`config.mk`:
```
export PLATFORM = sky130hd
export DESIGN_NAME = johnson_ring_decoder_4bit
export DESIGN_NICKNAME = d
export VERILOG_FILES = /design/src/rtl/johnson_ring_decoder_4bit.sv
export SDC_FILE = /design/constraint.sdc
export NUM_CORES = 1
export LEC_CHECK = 0
export ABC_AREA = 1
export CAP_MARGIN = 5
export CORE_UTILIZATION = 50
export DETAILED_ROUTE_END_ITERATION = 8
export PLACE_DENSITY = 0.72
export SYNTH_ARGS = -nofsm -noshare
export SYNTH_HDL_FRONTEND = slang
export SYNTH_SLANG_ARGS = --single-unit
export TNS_END_PERCENT = 100
```
`constraint.sdc`:
```
create_clock -name CLOCK_50 -period 2.9 [get_ports CLOCK_50]
set_input_delay 0.58 -clock CLOCK_50 [delete_from_list [all_inputs] [get_ports CLOCK_50]]
set_output_delay 0.58 -clock CLOCK_50 [all_outputs]
set_load 0.05 [all_outputs]
```
`src/rtl/johnson_ring_decoder_4bit.sv`:
```
// -----------------------------------------------------------------------------
// johnson_ring_decoder_4bit
// Receive side of a 4-bit Johnson ring counter. The asynchronous code is
// synchronised and glitch-filtered, then decoded to a state index and a
// one-hot vector. Every accepted code is checked for legality and for correct
// sequence stepping, and error statistics are kept.
//
// Optional feature: define JOHNSON_DIRECTION_DETECT_EN to accept reverse
// single steps (idx == prev-1 mod 8) as valid steps and report them on dir.
//
// Ports:
//   CLOCK_50     in   1          system clock (50 MHz)
//   RESET_N      in   1          asynchronous active-low reset
//   code_in      in   4          raw Johnson code {q3,q2,q1,q0}, async
//   clr_err      in   1          sync pulse, clears seq_err and err_count
//   state_idx    out  3          decoded state index 0..7
//   state_onehot out  8          one-hot of state_idx, zero while !valid
//   valid        out  1          last accepted code was legal
//   step         out  1          one-cycle pulse on a correct advance
//   illegal      out  1          one-cycle pulse on an accepted illegal code
//   seq_err      out  1          sticky sequence/legality error flag
//   err_count    out  ERR_CNT_W  saturating error event counter
//   dir          out  1          1 = reverse stepping seen (0 without feature)
// -----------------------------------------------------------------------------
module johnson_ring_decoder_4bit #(
    parameter int unsigned SYNC_STAGES   = 2,
    parameter int unsigned STABLE_CYCLES = 4,
    parameter int unsigned ERR_CNT_W     = 8
) (
    input  logic                 CLOCK_50,
    input  logic                 RESET_N,
    input  logic [3:0]           code_in,
    input  logic                 clr_err,
    output logic [2:0]           state_idx,
    output logic [7:0]           state_onehot,
    output logic                 valid,
    output logic                 step,
    output logic                 illegal,
    output logic                 seq_err,
    output logic [ERR_CNT_W-1:0] err_count,
    output logic                 dir
);

    localparam int unsigned CODE_W   = 4;
    localparam int unsigned IDX_W    = 3;
    localparam int unsigned ONEHOT_W = 8;
    localparam int unsigned CNT_W    = 8;

    localparam logic [CNT_W-1:0]     STABLE_MAX = CNT_W'(STABLE_CYCLES);
    localparam logic [ERR_CNT_W-1:0] ERR_MAX    = '1;

    // Johnson code -> {legal, idx}
    function automatic logic [IDX_W:0] johnson_decode(input logic [CODE_W-1:0] code);
        case (code)
            4'b0000: return {1'b1, 3'd0};
            4'b0001: return {1'b1, 3'd1};
            4'b0011: return {1'b1, 3'd2};
            4'b0111: return {1'b1, 3'd3};
            4'b1111: return {1'b1, 3'd4};
            4'b1110: return {1'b1, 3'd5};
            4'b1100: return {1'b1, 3'd6};
            4'b1000: return {1'b1, 3'd7};
            default: return '0;
        endcase
    endfunction

    // Synchroniser chain plus a fill marker so the filter ignores the
    // reset contents of the chain and only sees genuinely sampled codes.
    logic [CODE_W-1:0]      sync_q [SYNC_STAGES];
    logic [SYNC_STAGES-1:0] sync_vld_q;

    always_ff @(posedge CLOCK_50 or negedge RESET_N) begin
        if (!RESET_N) begin
            for (int i = 0; i < int'(SYNC_STAGES); i++) begin
                sync_q[i] <= '0;
            end
            sync_vld_q <= '0;
        end else begin
            sync_q[0] <= code_in;
            for (int i = 1; i < int'(SYNC_STAGES); i++) begin
                sync_q[i] <= sync_q[i-1];
            end
            sync_vld_q <= {sync_vld_q[SYNC_STAGES-2:0], 1'b1};
        end
    end

    // Filter and decoder state
    logic [CODE_W-1:0]    cand_q, cand_d;
    logic [CNT_W-1:0]     cnt_q, cnt_d;
    logic [CODE_W-1:0]    acc_code_q, acc_code_d;
    logic                 acc_vld_q, acc_vld_d;
    logic                 prev_vld_q, prev_vld_d;
    logic [IDX_W-1:0]     state_idx_d;
    logic [ONEHOT_W-1:0]  state_onehot_d;
    logic                 valid_d, step_d, illegal_d, seq_err_d;
    logic [ERR_CNT_W-1:0] err_count_d, err_base_c;
    logic                 dir_d;
    logic [CODE_W-1:0]    sync_out_c;
    logic                 reached_c, accept_c, err_c, legal_c;
    logic [IDX_W-1:0]     idx_c;

    // Next-state: filter, acceptance, decode, sequence check, statistics
    always_comb begin
        cand_d         = cand_q;
        cnt_d          = cnt_q;
        acc_code_d     = acc_code_q;
        acc_vld_d      = acc_vld_q;
        prev_vld_d     = prev_vld_q;
        state_idx_d    = state_idx;
        state_onehot_d = state_onehot;
        valid_d        = valid;
        step_d         = 1'b0;
        illegal_d      = 1'b0;
        dir_d          = 1'b0;
        reached_c      = 1'b0;
        accept_c       = 1'b0;
        err_c          = 1'b0;
        sync_out_c     = sync_q[SYNC_STAGES-1];
        {legal_c, idx_c} = johnson_decode(cand_q);
`ifdef JOHNSON_DIRECTION_DETECT_EN
        dir_d          = dir;
`endif

        if (sync_vld_q[SYNC_STAGES-1]) begin
            if (sync_out_c != cand_q) begin
                cand_d = sync_out_c;
                cnt_d  = CNT_W'(1);
            end else if (cnt_q != STABLE_MAX) begin
                cnt_d = cnt_q + CNT_W'(1);
            end
            // Only the transition into the saturated count is an event
            reached_c = (cnt_d == STABLE_MAX) &&
                        ((cnt_q != STABLE_MAX) || (cand_d != cand_q));
            accept_c  = reached_c && (!acc_vld_q || (cand_d != acc_code_q));
        end

        {legal_c, idx_c} = johnson_decode(cand_d);

        if (accept_c) begin
            acc_code_d = cand_d;
            acc_vld_d  = 1'b1;
            if (!legal_c) begin
                illegal_d      = 1'b1;
                valid_d        = 1'b0;
                state_onehot_d = '0;
                prev_vld_d     = 1'b0;
                err_c          = 1'b1;
            end else begin
                state_idx_d    = idx_c;
                state_onehot_d = ONEHOT_W'(1) << idx_c;
                valid_d        = 1'b1;
                prev_vld_d     = 1'b1;
                if (prev_vld_q) begin
                    if (idx_c == state_idx + IDX_W'(1)) begin
                        step_d = 1'b1;
                        dir_d  = 1'b0;
`ifdef JOHNSON_DIRECTION_DETECT_EN
                    end else if (idx_c == state_idx - IDX_W'(1)) begin
                        step_d = 1'b1;
                        dir_d  = 1'b1;
`endif
                    end else begin
                        err_c = 1'b1;
                    end
                end
            end
        end

        // Clear applies first so a coincident error still counts once
        err_base_c = clr_err ? '0 : err_count;
        if (err_c) begin
            seq_err_d   = 1'b1;
            err_count_d = (err_base_c == ERR_MAX) ? err_base_c : err_base_c + ERR_CNT_W'(1);
        end else begin
            seq_err_d   = clr_err ? 1'b0 : seq_err;
            err_count_d = err_base_c;
        end
    end

    // State register
    always_ff @(posedge CLOCK_50 or negedge RESET_N) begin
        if (!RESET_N) begin
            cand_q       <= '0;
            cnt_q        <= '0;
            acc_code_q   <= '0;
            acc_vld_q    <= 1'b0;
            prev_vld_q   <= 1'b0;
            state_idx    <= '0;
            state_onehot <= '0;
            valid        <= 1'b0;
            step         <= 1'b0;
            illegal      <= 1'b0;
            seq_err      <= 1'b0;
            err_count    <= '0;
        end else begin
            cand_q       <= cand_d;
            cnt_q        <= cnt_d;
            acc_code_q   <= acc_code_d;
            acc_vld_q    <= acc_vld_d;
            prev_vld_q   <= prev_vld_d;
            state_idx    <= state_idx_d;
            state_onehot <= state_onehot_d;
            valid        <= valid_d;
            step         <= step_d;
            illegal      <= illegal_d;
            seq_err      <= seq_err_d;
            err_count    <= err_count_d;
        end
    end

`ifdef JOHNSON_DIRECTION_DETECT_EN
    // Direction flag holds between stepping events
    always_ff @(posedge CLOCK_50 or negedge RESET_N) begin
        if (!RESET_N) begin
            dir <= 1'b0;
        end else begin
            dir <= dir_d;
        end
    end
`else
    logic unused_dir_c;
    assign unused_dir_c = dir_d;
    assign dir          = 1'b0;
`endif

endmodule
```
[After elaboration in Yosys (flattened, before gate mapping)]
Memories as Yosys holds them, arrays and structs flattened.
Index checks and enable logic that the tools add are counted.
Operators by class
  $lt $le $gt $ge: 0
  reduce and logical (&&, ||, !) cells: 7
  multiplexer cells: 24
  shifts and indexed selects: 1
  divide/modulo/power cells: 0
  equal/unequal tests: 7
  multipliers: 0
  bitwise operators: 0
  add/sub/neg operators: 3
Operators by type and width (number)
  2-to-1 mux 8 bit: 7
  adder 8 x 1 -> 8 bit, second input constant: 2
  2-to-1 mux 1 bit: 14
  2-to-1 mux 4 bit: 3
  inequality test 4 bit: 3
  equality test 8 x 3 -> 1 bit, second input constant: 1
  equality test 8 bit, second input constant: 1
  inequality test 8 x 3 -> 1 bit, second input constant: 1
  << shifter 1 x 3 -> 8 bit, first input constant: 1
  adder 3 x 1 -> 3 bit, second input constant: 1
  equality test 3 bit: 1
  logical AND 1 bit: 2
  logical OR 1 bit: 2
  AND reduction 2 bit: 1
  nonzero test 2 bit: 1
  logical NOT 1 bit: 1
Word-level totals
  word-level logic and storage cells: 57
  ROM bits: 64
  bits in latches: 0
  memories kept: 1
  bits in registers: 50
  RAM bits: 0
Memories
  (no name shown): depth 16, width 4, read ports 1, clocked after memory_dff 0, wr ports 0, RTL line 54  | case (code)

[Longest topological paths before layout]
Gate-level depths: netlist of the first run.
An unclocked memory read counts as a cell.
  depth in word-level cells: 11
  gate-level depth with buffers: 15

[Worst setup path before layout of the first run]
No wires, ideal clock.
  path kind: register -> register
  start: register err_count[0]
  end: register err_count[1]
  setup slack: 811 ps
  arrival time: 2023 ps
  buffers on the path: 0
  stages on the path, launching flop included: 10
  clock period less this slack: 2089 ps
  data required time: 2835 ps
  cell sequence: dfrtp_1 > inv_1 > nor2_1 > ha_1 > inv_1 > nor3_1 > nand3_1 > o31ai_1 > nand3_1 > nand2_1
On the way
  cells in the longest elaborated chain, start to end: 4
  elaborated cells between the ends (all ways): 5
Ends and longest elaborated chain
  start: declaration: RTL line 40  | output logic [ERR_CNT_W-1:0] err_count,
  start signal: assignment: RTL line 207  | err_count <= err_count_d;
  2-to-1 mux 8 bit *: RTL line 170  | err_base_c = clr_err ? '0 : err_count;
  adder 8 x 1 -> 8 bit or equality test 8 bit (tied branches): RTL line 173  | err_count_d = (err_base_c == ERR_MAX) ? err_base_c : err_base_c + ERR_CNT_W'(1);
  2-to-1 mux 8 bit *: RTL line 173
  2-to-1 mux 8 bit *: RTL line 171  | if (err_c) begin
  via err_count_d[1]: RTL line 96  | logic [ERR_CNT_W-1:0] err_count_d, err_base_c;
The timed path passes the listed nets; every way through them passes the cells marked *.
A chain may end at the register's enable or synchronous reset.

[Worst setup path after layout of the first run]
  start: input port clr_err
  end: register err_count[1]
On the way
  cells in the longest elaborated chain, start to end: 4
  elaborated cells between the ends (all ways): 5
Ends and longest elaborated chain
  start: declaration: RTL line 33  | input logic clr_err,
  2-to-1 mux 8 bit *: RTL line 170
  adder 8 x 1 -> 8 bit or equality test 8 bit (tied branches): RTL line 173
  2-to-1 mux 8 bit: RTL line 173
  2-to-1 mux 8 bit *: RTL line 171
  via err_count_d[1]: RTL line 96
Marks and branches as above.

==> results of run 1 <==
-- path summary, 6_finish.rpt --
| path | from | to |
|---|---|---|
| min in group CLOCK_50 | sync_q[6] | sync_out_c[2] |
| worst max-delay path | clr_err | err_count[1] |
| worst min register to register | sync_q[6] | sync_out_c[2] |
| worst max register to register | cnt_q[1] | err_count[6] |
| worst min-delay path | RESET_N | cnt_q[3] |
| max in group asynchronous | RESET_N | cnt_q[0] |
-- layout make-up --
type                            instances  area [µm²]
Timing Repair Buffer                   32         320
Clock buffer                            6        82.6
Inverter                               51         191
Fill cell                             484        1980
Tap cell                               70        87.6
Multi-Input combinational cell        272        1310
Sequential cell                        50        1250
Clock inverter                          2        12.5
-- worst register-to-register path, stage by stage (launching register included) --
cell     delay, ns
dfrtp_1       0.45
ha_1          0.23
nand2_1       0.11
inv_1         0.08
nand3_1       0.07
nand2_1       0.07
inv_1         0.09
nand2_1       0.07
nor2_1        0.09
nand3_1       0.12
nor2_4        0.34
nand2_1       0.15
nand2_1       0.12
nand2_1       0.06
nand2_1       0.06
nand2_1       0.05
-- cells by family after synthesis --
kind of cell,synth area share
and+or+nand+nor,0.377
buffers and inverters,0.0850
DFF,0.447
AOI/OAI and AO/OA,0.0644
adders and majority gates,0.0179
xor gates and xnor gates,0.00626
other,0.00268
-- flip-flops by register name (all words and copies together), names as in the netlist --
signal,cells
cnt_q,8
err_count,8
state_onehot,8
acc_code_q,4
cand_q,4
sync_out_c,4
sync_q,4
state_idx,3
sync_vld_q,2
acc_vld_q,1
illegal,1
prev_vld_q,1
seq_err,1
step,1
-- per-stage QoR --
| step | total power, mW | instances |
|---|---|---|
| floorplan | 0.833 | 378 |
| global placement | 0.876 | 475 |
| detailed placement | 0.879 | 475 |
| CTS | 1.31 | 483 |
| global route | 1.35 | 483 |
| finish | 1.29 | 483 |
-- layer usage --
layer	GRT usage	vias to the layer above
li1	-	1245
met1	0.262	1090
met2	0.352	39
met3	0.0393	10
met4	0.0923	0
met5	0	-
-- power groups by stage --
stage / combinational (mW) / clock [mW] / sequential (mW)
after floorplan: 0.0974 / 0 / 0.735
final: 0.140 / 0.427 / 0.722
after CTS: 0.143 / 0.444 / 0.722
after global placement: 0.141 / 0 / 0.735
after detailed placement: 0.143 / 0 / 0.736
after global routing: 0.161 / 0.466 / 0.724
-- layout by cell type (no fill, tap or decap), types with 2 or more instances in the layout --
master	netlist	routed
o22ai_1	4	4
nor2_1	25	25
nand2_1	138	138
nand3_2	3	3
o21a_1	2	2
or2_2	3	3
clkbuf_8	0	6
nand2_4	2	2
inv_1	46	46
o21ai_1	6	6
buf_4	1	2
nand2_2	10	10
nor2_2	4	4
nor3_1	7	7
inv_2	4	4
dfrtp_1	50	50
o31ai_1	4	4
a21oi_1	2	2
clkdlybuf4s50_1	0	28
nand4_1	4	4
ha_1	4	4
nor2_4	4	4
nand3b_1	2	2
o21ai_0	14	14
nand3_1	29	29
conb_1	2	2
==> out/metrics.csv, run 1 <==
metric;value;unit
clk_lat worst skew;0.31;ns
post-synth top area share;0.447;
Yosys warning count;0;
crit start category;input port;
WP data required;3.15;ns
GP Congestion;0.877;
CTS clk-pin slew, worst paths;0.09;ns
design area;3250;µm²
Util after Layout;0.621;
worst path cell trace;clkdlybuf4s50_1 > nor2_1 > ha_1 > inv_1 > nor3_1 > nand3_1 > o31ai_1 > nand3_1 > nand2_1;
sw frac;0.267;
Post-CTS Resized;0;
layout cells sized above 1;0.104;
placed inst area;3160;µm²
Yosys cell types;30;
largest area contributor in the netlist;dfrtp_1;
Ant. Diodes;0;
largest cells by area after synthesis;dfrtp_1 (45%), nand2_1 (19%), inv_1 (6.2%);
Hold Path Class;in2async;
clk_skew;0.00967;ns
DR WL met2;2640;µm
worst hold margin;0.233;ns
CP dominant cell by count;nand3_1;
maximum vdd ir drop;0.269;mV
crit path max-delay cell type;clkdlybuf4s50_1;
Post-CTS Setup Bufs;0;
flop2flop setup slack;0.65;ns
vias after detailed routing;2384;
fin. max-slew vios;0;
largest net degree at the start of global routing;51;
Core ar.;5240;µm²
fraction of registers with async set/reset;1.00;
Final Hold Fails;0;
Post-synth EDFFs;0;
Final ANT Viol Nets;0;
DRT iter0 DRCs;106;
Main synth FF type;dfrtp_1;
remaining routing DRC violations;0;
top sig layer;met4;
WP buf/inv;2;
post-DR vias/cell;4.94;
Cell Rows;26;
Layout Nets;423;
Syn Inst Count;378;
Stages on worst setup path;9;
cts hold-fix bufs;0;
Post-synth top cells;nand2_1 (138), dfrtp_1 (50), inv_1 (46);
crit end category;register;
RSZ-0062 raised after global routing;false;
Wirelength per Cell;11.5;µm
setup TNS;0;ns
drt first pass iters;4;
Clock power frac;0.331;
area delta synth->final;16.3;%
Final Cycle Share;0.806;
H-tree depth;2;
CTS buffer count;5;
post-layout min period;2.34;ns
initial antenna violation count;0;
Setup Slack @ Placement;0.262;ns
Top delay family on crit path;simple AND/OR/NAND/NOR gates;
met3 wire len;177;µm
die width;76.8;µm
Worst-Margin Slew;0.504;ns
Buffers on Ports;29;
sequential share of the synthesized area;0.447;
final setup vio count;0;
first-pass GRT wire length;9830;µm
clock sink total;50;
wl on met1;2650;µm
post-synthesis cell area;2800;µm²
#FFs+latches synth;50;
max incr delay on CP;0.45;ns
WS Path Type;in2reg;
effective utilization at floorplan;0.534;
total global routing overflow;0;
vias in the first global route;2211;
Avg Cell Area, Syn;7.40;µm²
Worst slew margin;0.663;
CTS max path bufs;2;
Worst Reg2Reg Path Length in Cells;15;
WP data arrival;2.59;ns
Die Y;76.8;µm
fmax;428;MHz
outcome;complete, no violations;
Pleak;1.58;nW
final WL;5580;µm
Cell Int Power;0.945;mW
total nets after synthesis;389;
GR Util All Layers;0.209;
Max-cap violations;0;
sequential share of power;0.560;
CTS tree;yes;
final HPWL from detailed placement;4080;µm
combinational share of power;0.109;
top-count cell post-synth;nand2_1;
power density cells;396;nW/µm²
# IOs;31;
Psw;0.344;mW
setup ws final;0.562;ns
die area;5900;µm²
worst-path fanout max;8;
clk root buf;clkbuf_8;
Note: power is estimated with default switching activity, not from simulation.
==> run 2: changes to the inputs <==
Clock period 2.9 ns to 2.27 ns, I/O delays scaled along.
==> out/metrics.csv, run 2 (synthesis results as in run 1) <==
metric;value;unit
outcome;complete, no violations;
Cell Int Power;1.30;mW
Clock power frac;0.357;
CTS max path bufs;2;
final HPWL from detailed placement;4560;µm
most common cell after layout, fill and taps aside;nand2_1;
cts hold-fix bufs;0;
fmax;473;MHz
die width;76.8;µm
vias in the first global route;2516;
first-pass GRT wire length;10900;µm
maximum vdd ir drop;0.434;mV
Ant. Diodes;0;
H-tree depth;2;
Worst slew margin;0.642;
combinational share of power;0.110;
dpl cells;488;
CTS clk-pin slew, worst paths;0.09;ns
Max-cap violations;0;
area delta synth->final;22.2;%
max incr delay on CP;0.46;ns
clock sink total;50;
Hold Path Class;in2async;
Design Power;1.73;mW
Layout Nets;442;
drt first pass iters;4;
CTS buffer count;5;
effective utilization at floorplan;0.534;
total global routing overflow;0;
WP data required;2.47;ns
Layout Cells excl Fill;502;
crit end category;register;
Die Y;76.8;µm
final setup vio count;0;
clk_lat worst skew;0.30;ns
routing usage on met1;0.298;
sw frac;0.251;
Final ANT Viol Nets;0;
clk root buf;clkbuf_8;
Buffers on Ports;29;
remaining routing DRC violations;0;
vias after detailed routing;2516;
WP data arrival;2.31;ns
# IOs;31;
Psw;0.434;mW
power density cells;506;nW/µm²
largest registers;cnt_q: 8 flops, err_count: 8 flops, state_onehot: 8 flops;
worst path cell trace;ha_4 > nand2_2 > inv_2 > nand3_1 > nand2_1 > inv_1 > nand2_1 > nor2_1 > nand3_1 > nor2_4 > buf_4 > nand2_1 > o31ai_1;
crit path max-delay cell type;dfrtp_2;
sequential share of power;0.534;
WP buf/inv;3;
GP Congestion;0.898;
placed inst area;3240;µm²
grt met2 use;0.388;
DRT iter0 DRCs;146;
crit start category;register;
WS Path Type;reg2reg;
Top delay family on crit path;simple AND/OR/NAND/NOR gates;
Pleak;1.67;nW
final WL;6090;µm
die area;5900;µm²
layout cells sized above 1;0.157;
Worst-Margin Slew;0.538;ns
initial antenna violation count;0;
Util after Layout;0.653;
most frequent cells in the layout;nand2_1 (137), dfrtp_1 (48), inv_1 (44);
worst hold margin;0.121;ns
Final Hold Fails;0;
post-DR vias/cell;5.01;
CP dominant cell by count;nand2_1;
Wirelength per Cell;12.1;µm
GR Util All Layers;0.230;
GRT met3 Usage;0.0357;
CTS tree;yes;
Core ar.;5240;µm²
clk_skew;0.00650;ns
worst-path fanout max;8;
setup ws final;0.154;ns
setup TNS;0;ns
busiest grt layer;met2;
Final Cycle Share;0.932;
fin. max-slew vios;0;
design area;3420;µm²
Setup Slack @ Placement;-0.00292;ns
largest net degree at the start of global routing;24;
Cell Rows;26;
post-layout min period;2.12;ns
## run 2: cell types whose count changed in the layout (fill, tap and decap cells not counted), moves of 2 or more
cell / before / now
clkbuf_1: 0 / 2
dfrtp_1: 50 / 48
inv_2: 4 / 7
dfrtp_2: 0 / 2
inv_1: 46 / 44
buf_4: 2 / 21
## run 2: final timing paths
check	cells past startpoint	startpoint	slack, ns	to
setup / recovery	13	cnt_q[1]	0.15	state_onehot[2]
min in group CLOCK_50	0	sync_q[4]	0.35	sync_out_c[0]
max in group asynchronous	2	RESET_N	1.52	acc_code_q[0]
hold reg to reg	0	sync_q[4]	0.35	sync_out_c[0]
setup reg to reg	13	cnt_q[1]	0.15	state_onehot[2]
hold / removal	1	RESET_N	0.12	err_count[0]
## run 2: area by class of cell
class | instances | area (µm²)
timing repair buffer | 51 | 454
tap | 70 | 87.6
multi-input combinational | 272 | 1330
inverter | 51 | 191
sequential | 50 | 1250
fill | 510 | 1820
clock buffer | 7 | 76.3
clock inverter | 1 | 30.0
## run 2: repair_timing
item / 4_1_cts / 5_1_grt
endpoints found under the setup margin: 0 / 16
buffers inserted: 0 / 6
gates resized for setup: 0 / 10
## run 2: per-layer routing
layer	wire length (µm)	up-vias	share of wire
li1	-	1288	-
met2	2920	49	0.48
met3	198	9	0.032
met1	2890	1170	0.47
met4	82	0	0.013
met5	0	-	0
## run 2: power by group through the flow
stage	logic [mW]	clock network (mW)	registers (mW)
2_1_floorplan	0.124	0	0.939
3_3_place_gp	0.183	0	0.939
3_5_place_dp	0.186	0	0.940
4_1_cts	0.187	0.638	0.922
5_1_grt	0.218	0.665	0.926
6_report	0.190	0.617	0.923
